### config.mk
export PLATFORM = sky130hd
export DESIGN_NAME = wide_op_seq
export DESIGN_NICKNAME = d
export VERILOG_FILES = /design/src/rtl/wide_op_seq.sv
export SDC_FILE = /design/constraint.sdc
export NUM_CORES = 1
export LEC_CHECK = 0
export ABC_AREA = 1
export CORE_UTILIZATION = 47
export CTS_CLUSTER_DIAMETER = 80
export DETAILED_ROUTE_END_ITERATION = 16
export PLACE_DENSITY = 0.83
export SLEW_MARGIN = 20
export SYNTH_ARGS = -nofsm -noshare
export SYNTH_HDL_FRONTEND = slang
export SYNTH_SLANG_ARGS = --single-unit
### constraint.sdc
create_clock -name CLK -period 2.3 [get_ports CLK]
set_input_delay 0.46 -clock CLK [delete_from_list [all_inputs] [get_ports CLK]]
set_output_delay 0.46 -clock CLK [all_outputs]
set_load 0.01 [all_outputs]
### src/rtl/wide_op_seq.sv
// wide_op_seq -- sequences a 16-bit operation over an external 8-bit
// combinational ALU, low byte first, then high byte.
//
// Optional feature: define WIDE_OP_OVF_EN to add the OVF output
// (signed overflow of ADD16). Without it the port and its logic are absent.
//
// Ports
//   CLK          in   system clock, rising edge
//   RESET        in   asynchronous active-high reset
//   START        in   request an operation (sampled only in IDLE)
//   CMD[1:0]     in   00 ADD16, 01 SLL16, 10 XOR16, 11 NOT16
//   OPA_IN[15:0] in   operand A
//   OPB_IN[15:0] in   operand B (unused by SLL16 / NOT16)
//   BUSY         out  high while the LO and HI halves are being processed
//   DONE         out  one-cycle pulse, RESULT/CARRY valid
//   RESULT[15:0] out  last completed result
//   CARRY        out  carry / shift-out of last completed operation
//   ALU_OP[3:0]  out  opcode to the 8-bit ALU
//   ALU_A/B[7:0] out  ALU data inputs
//   ALU_SC       out  ALU shift/carry-in
//   ALU_OUT[7:0] in   ALU result (combinational, same cycle)
//   ALU_SC_OUT   in   ALU shift/carry-out
//   OVF          out  signed overflow of ADD16 (WIDE_OP_OVF_EN only)

package wide_op_pkg;
    localparam logic [3:0] kNOP  = 4'h0;
    localparam logic [3:0] kADDL = 4'h1;  // A + B + SC, SC_OUT = carry
    localparam logic [3:0] kSLG  = 4'h2;  // B << 1 fill 0, SC_OUT = B[7]
    localparam logic [3:0] kSLO  = 4'h3;  // B << 1 fill SC, SC_OUT = B[7]
    localparam logic [3:0] kXOR  = 4'h4;  // A ^ B
    localparam logic [3:0] kNOT  = 4'h5;  // ~B

    localparam logic [1:0] CMD_ADD = 2'b00;
    localparam logic [1:0] CMD_SLL = 2'b01;
    localparam logic [1:0] CMD_XOR = 2'b10;
    localparam logic [1:0] CMD_NOT = 2'b11;
endpackage

// state  | meaning
// S_IDLE | waiting for START, ALU inputs held at 0
// S_LO   | ALU works on low bytes, capture RESULT[7:0] and c
// S_HI   | ALU works on high bytes, capture RESULT[15:8] and CARRY
// S_DONE | DONE pulse, ALU inputs back to 0
module wide_op_seq
    import wide_op_pkg::*;
(
    input  logic        CLK,
    input  logic        RESET,
    input  logic        START,
    input  logic [1:0]  CMD,
    input  logic [15:0] OPA_IN,
    input  logic [15:0] OPB_IN,
    output logic        BUSY,
    output logic        DONE,
    output logic [15:0] RESULT,
    output logic        CARRY,
    output logic [3:0]  ALU_OP,
    output logic [7:0]  ALU_A,
    output logic [7:0]  ALU_B,
    output logic        ALU_SC,
    input  logic [7:0]  ALU_OUT,
    input  logic        ALU_SC_OUT
`ifdef WIDE_OP_OVF_EN
    ,
    output logic        OVF
`endif
);

    typedef enum logic [1:0] {
        S_IDLE = 2'd0,
        S_LO   = 2'd1,
        S_HI   = 2'd2,
        S_DONE = 2'd3
    } state_t;

    state_t      state_q;
    logic [1:0]  cmd_q;
    logic [15:0] opa_q;
    logic [15:0] opb_q;
    logic        busy_q;
    logic        done_q;
    logic [15:0] result_q;
    logic        carry_q;
    logic        c_q;       // inter-byte carry; also drives ALU_SC
    logic [3:0]  alu_op_q;
    logic [7:0]  alu_a_q;
    logic [7:0]  alu_b_q;
`ifdef WIDE_OP_OVF_EN
    logic        ovf_q;
    logic        ovf_d;
`endif

    // ALU drive for the low half, decoded from the live inputs so it can be
    // registered on the accepting edge and be valid throughout LO.
    logic [3:0]  lo_op_d;
    logic [7:0]  lo_a_d;
    logic [7:0]  lo_b_d;

    // ALU drive for the high half, decoded from the latched operands and
    // registered on the LO edge.
    logic [3:0]  hi_op_d;
    logic [7:0]  hi_a_d;
    logic [7:0]  hi_b_d;
    logic        c_d;       // carry passed from the low half into the high half
    logic        carry_d;   // final CARRY captured at the HI edge

    always_comb begin
        lo_op_d = kNOP;
        lo_a_d  = 8'h00;
        lo_b_d  = 8'h00;
        unique case (CMD)
            CMD_ADD: begin
                lo_op_d = kADDL;
                lo_a_d  = OPA_IN[7:0];
                lo_b_d  = OPB_IN[7:0];
            end
            CMD_SLL: begin
                lo_op_d = kSLG;
                lo_b_d  = OPA_IN[7:0];
            end
            CMD_XOR: begin
                lo_op_d = kXOR;
                lo_a_d  = OPA_IN[7:0];
                lo_b_d  = OPB_IN[7:0];
            end
            CMD_NOT: begin
                lo_op_d = kNOT;
                lo_b_d  = OPA_IN[7:0];
            end
            default: ;
        endcase
    end

    always_comb begin
        hi_op_d = kNOP;
        hi_a_d  = 8'h00;
        hi_b_d  = 8'h00;
        c_d     = 1'b0;
        carry_d = 1'b0;
        unique case (cmd_q)
            CMD_ADD: begin
                hi_op_d = kADDL;
                hi_a_d  = opa_q[15:8];
                hi_b_d  = opb_q[15:8];
                c_d     = ALU_SC_OUT;
                carry_d = ALU_SC_OUT;
            end
            CMD_SLL: begin
                hi_op_d = kSLO;
                hi_b_d  = opa_q[15:8];
                c_d     = ALU_SC_OUT;
                // The high-half shift-out is a[15]; take it from the
                // latched operand rather than the ALU.
                carry_d = opa_q[15];
            end
            CMD_XOR: begin
                hi_op_d = kXOR;
                hi_a_d  = opa_q[15:8];
                hi_b_d  = opb_q[15:8];
            end
            CMD_NOT: begin
                hi_op_d = kNOT;
                hi_b_d  = opa_q[15:8];
            end
            default: ;
        endcase
    end

`ifdef WIDE_OP_OVF_EN
    // Signed overflow: operands agree in sign but the sum does not.
    always_comb begin
        ovf_d = 1'b0;
        if (cmd_q == CMD_ADD) begin
            ovf_d = (opa_q[15] == opb_q[15]) && (ALU_OUT[7] != opa_q[15]);
        end
    end
`endif

    always_ff @(posedge CLK or posedge RESET) begin
        if (RESET) begin
            state_q  <= S_IDLE;
            cmd_q    <= 2'b00;
            opa_q    <= 16'h0000;
            opb_q    <= 16'h0000;
            busy_q   <= 1'b0;
            done_q   <= 1'b0;
            result_q <= 16'h0000;
            carry_q  <= 1'b0;
            c_q      <= 1'b0;
            alu_op_q <= kNOP;
            alu_a_q  <= 8'h00;
            alu_b_q  <= 8'h00;
`ifdef WIDE_OP_OVF_EN
            ovf_q    <= 1'b0;
`endif
        end else begin
            unique case (state_q)
                S_IDLE: begin
                    done_q <= 1'b0;
                    if (START) begin
                        cmd_q    <= CMD;
                        opa_q    <= OPA_IN;
                        opb_q    <= OPB_IN;
                        busy_q   <= 1'b1;
                        c_q      <= 1'b0;
                        alu_op_q <= lo_op_d;
                        alu_a_q  <= lo_a_d;
                        alu_b_q  <= lo_b_d;
                        state_q  <= S_LO;
                    end
                end
                S_LO: begin
                    result_q[7:0] <= ALU_OUT;
                    c_q           <= c_d;
                    alu_op_q      <= hi_op_d;
                    alu_a_q       <= hi_a_d;
                    alu_b_q       <= hi_b_d;
                    state_q       <= S_HI;
                end
                S_HI: begin
                    result_q[15:8] <= ALU_OUT;
                    carry_q        <= carry_d;
`ifdef WIDE_OP_OVF_EN
                    ovf_q          <= ovf_d;
`endif
                    busy_q         <= 1'b0;
                    done_q         <= 1'b1;
                    c_q            <= 1'b0;
                    alu_op_q       <= kNOP;
                    alu_a_q        <= 8'h00;
                    alu_b_q        <= 8'h00;
                    state_q        <= S_DONE;
                end
                S_DONE: begin
                    done_q  <= 1'b0;
                    state_q <= S_IDLE;
                end
                default: begin
                    busy_q  <= 1'b0;
                    done_q  <= 1'b0;
                    state_q <= S_IDLE;
                end
            endcase
        end
    end

    assign BUSY   = busy_q;
    assign DONE   = done_q;
    assign RESULT = result_q;
    assign CARRY  = carry_q;
    assign ALU_OP = alu_op_q;
    assign ALU_A  = alu_a_q;
    assign ALU_B  = alu_b_q;
    assign ALU_SC = c_q;
`ifdef WIDE_OP_OVF_EN
    assign OVF    = ovf_q;
`endif

endmodule
==> results.py <==
metrics = {
    "final_layout": {
        "antennaDiodeCount": 0,
        "n_fill_cell": 448,
        "fin_nets": 498,
        "mostFrequentLayoutCells": "152 x nand2_1, 84 x clkdlybuf4s50_1, 59 x dfrtp_1",
        "mostFrequentLayoutCell": "nand2_1",
        "drive_gt1_share_pct": 8.24,
        "synthToLayoutAreaGrowth_pct": 39.5,
    },
    "sta": {
        "fin_crit_sh_pct": 76.2,
        "setup_viol": 0,
        "clock.fmax_mhz": 571,
        "fin_setup_tns_ps": 0,
        "fin_crit_ps": 1750,
        "hold_violations": 0,
        "rsz0062_at_grt": "no",
        "maxSlewViolCount": 0,
        "finClkSkew_ps": 7.73,
    },
    "global_route": {
        "grt_max_degree": 60,
        "grt_pass1_wl_um": 11700,
        "grt_pass1_vias": 2510,
        "track_usage_pct": 24.3,
        "antenna_found_initial": 0,
        "global_route.overflow_total": 0,
    },
    "worst_setup_path": {
        "end_kind": "flop",
        "cp_max_fo": 8,
        "reg2reg_slack_ps": 610,
        "r2r_start": "state_q[0]",
        "crit_family": "buffers and inverters",
        "crit_top_cell": "nand2_1",
        "worst_r2r_endpoint": "ALU_OP[2]",
        "arrival_ps": 1980,
        "cp_cell_sequence": "clkdlybuf4s50_1, inv_1, ha_1, nor2_1, buf_4, nand2_1, nand3_1, nand2_1, nand2_1, nand2_1",
        "rr_worst_depth": 5,
        "cp.depth": 10,
        "worstSetupPathType": "in2reg",
        "worstPathRequired_ps": 2520,
        "endpoint": "ALU_B[4]",
        "path_buf_inv": 3,
        "startpoint": "CMD[1]",
        "slowest_stage": "clkdlybuf4s50_1",
        "crit_path_start_kind": "input pin",
        "cpPeakStageDelay_ps": 530,
    },
    "synthesis": {
        "syn_inst": 355,
        "ys_warn_count": 0,
        "syn-cell-area_mm2": 0.00285,
        "synth_seq_cells": 59,
        "yosysUniqueCellTypes": 21,
        "syn_nets": 409,
        "syn_area_per_cell_um2": 8.02,
        "synthDominantCellAreaShare_pct": 51.8,
        "synth_top_cell_by_area": "dfrtp_1",
        "seq_area_frac_synth_pct": 51.8,
        "synthTopCellsByArea": "dfrtp_1 52%, nand2_1 20%, inv_1 5.8%",
    },
    "routing": {
        "drt_iter0_markers": 168,
        "wl_met3_um": 384,
        "wl_um": 7060,
        "wl_met2_um": 3420,
        "via_per_inst": 4.94,
        "wl_per_cell_um": 13.5,
        "num_vias": 2572,
        "dr.pass1.iters": 4,
        "highest_layer": "met4",
        "drc": 0,
        "ant_nets": 0,
        "wl_met1_um": 3120,
    },
    "power": {
        "p_leak_nw": 2.01,
        "max-vdd-ir-drop_uv": 917,
        "p_total_mw": 5.51,
        "pwr_density_cell_mw_per_mm2": 1390,
    },
    "die": {
        "core_area_mm2": 0.00568,
        "die-area_mm2": 0.00637,
        "die_x_um": 79.8,
        "die_y_um": 79.8,
        "pin_count": 86,
        "rows": 27,
        "start_util_pct": 50.2,
    },
    "cts": {
        "clock_path_buffers": 2,
        "h-tree-depth": 3,
        "clock_latency_ps": 340,
        "cts_root_buf": "clkbuf_8",
        "cts_num_sinks": 59,
        "cts_hold_buf": 0,
        "cts_resized": 0,
        "numCtsBuffers": 9,
        "clk_pin_slew_worst_paths_ps": 70,
        "cts_tree": "built",
        "post_cts_buffers": 0,
    },
    "run": {
        "drv_cap": 0,
    },
    "placed_design": {
        "place.detailed.hpwl_um": 5070,
        "io_buffers": 84,
        "place.gp.congestion": 0.881,
    },
    "outcome": {
        "outcome": "completed",
    },
    "min_path": {
        "hold_path.class": "in2async",
    },
}
synth_stat cells, drive strengths merged:
master  instances
o21ai          29
a21oi           1
buf            12
o22ai           1
mux2            8
nand2         156
inv            46
conb            1
nand3          17
ha              8
a22oi           1
a31oi           3
dfrtp          59
nor2           13
logic make-up after synthesis:
kind of cell / Yosys count / synth area share [%]
buf+inv: 58 / 8.96
other cells: 1 / 0.132
flops: 59 / 51.8
fa+ha+maj: 8 / 3.52
compound gates: 35 / 6.41
simple gates: 186 / 26.0
mux: 8 / 3.16
through the flow:
| stage | hold slack, ps | utilization, % | setup slack (ps) | std cells | instance area (µm²) |
|---|---|---|---|---|---|
| after detailed placement | 462 | 66.2 | 273 | 505 | 3760 |
| final | 476 | 70.0 | 548 | 521 | 3970 |
| after CTS | 481 | 70.0 | 581 | 521 | 3970 |
| after floorplan | 450 | - | 384 | 355 | 2850 |
| after global placement | 454 | 66.2 | 311 | 505 | 3760 |
| after global routing | 497 | 70.0 | 425 | 521 | 3970 |
layout make-up:
type                       count  area (µm²)  share of cell area [%]
sequential                    59        1480                    37.2
multi-input combinational    238        1120                    28.1
timing repair buffer          90         898                    22.6
inverter                      46         175                    4.41
clock buffer                   9         124                    3.12
clock inverter                 7        92.6                    2.33
tap                           72        90.1                    2.27
how the worst min path moves through the flow:
stage	slack (ps)	end	cells past startpoint	startpoint
after global placement	450	RESULT[14]	2	RESULT[14]
after CTS	480	RESULT[12]	2	RESULT[12]
after floorplan	450	opb_q[13]	2	opb_q[13]
after global routing	500	RESULT[14]	2	RESULT[14]
final	480	DONE	3	RESET
after detailed placement	460	RESULT[14]	2	RESULT[14]
metal layers:
layer | global-route usage (%) | up-vias
met3 | 4.46 | 15
met5 | 0 | -
li1 | - | 1262
met4 | 10.2 | 0
met2 | 39.4 | 90
met1 | 31.8 | 1205
worst min-delay path: cells and delay by family:
kind	cells	cell delay [ps]
buffers and inverters	3	750
flip-flops by register name, summed over array words and instances, names as in the netlist:
signal / cells
CARRY: 1
RESULT: 16
DONE: 1
ALU_SC: 1
ALU_OP: 3
cmd_q: 2
ALU_B: 8
opa_q: 8
BUSY: 1
opb_q: 8
state_q: 2
ALU_A: 8
report_power, final:
part           total, mW  switching [mW]  internal, mW
Sequential          1.78           0.253          1.53
Clock               1.04           0.431         0.605
Combinational       2.70            1.53          1.17
Total               5.51            2.21          3.30
Note: power is estimated with default switching activity, not from simulation.
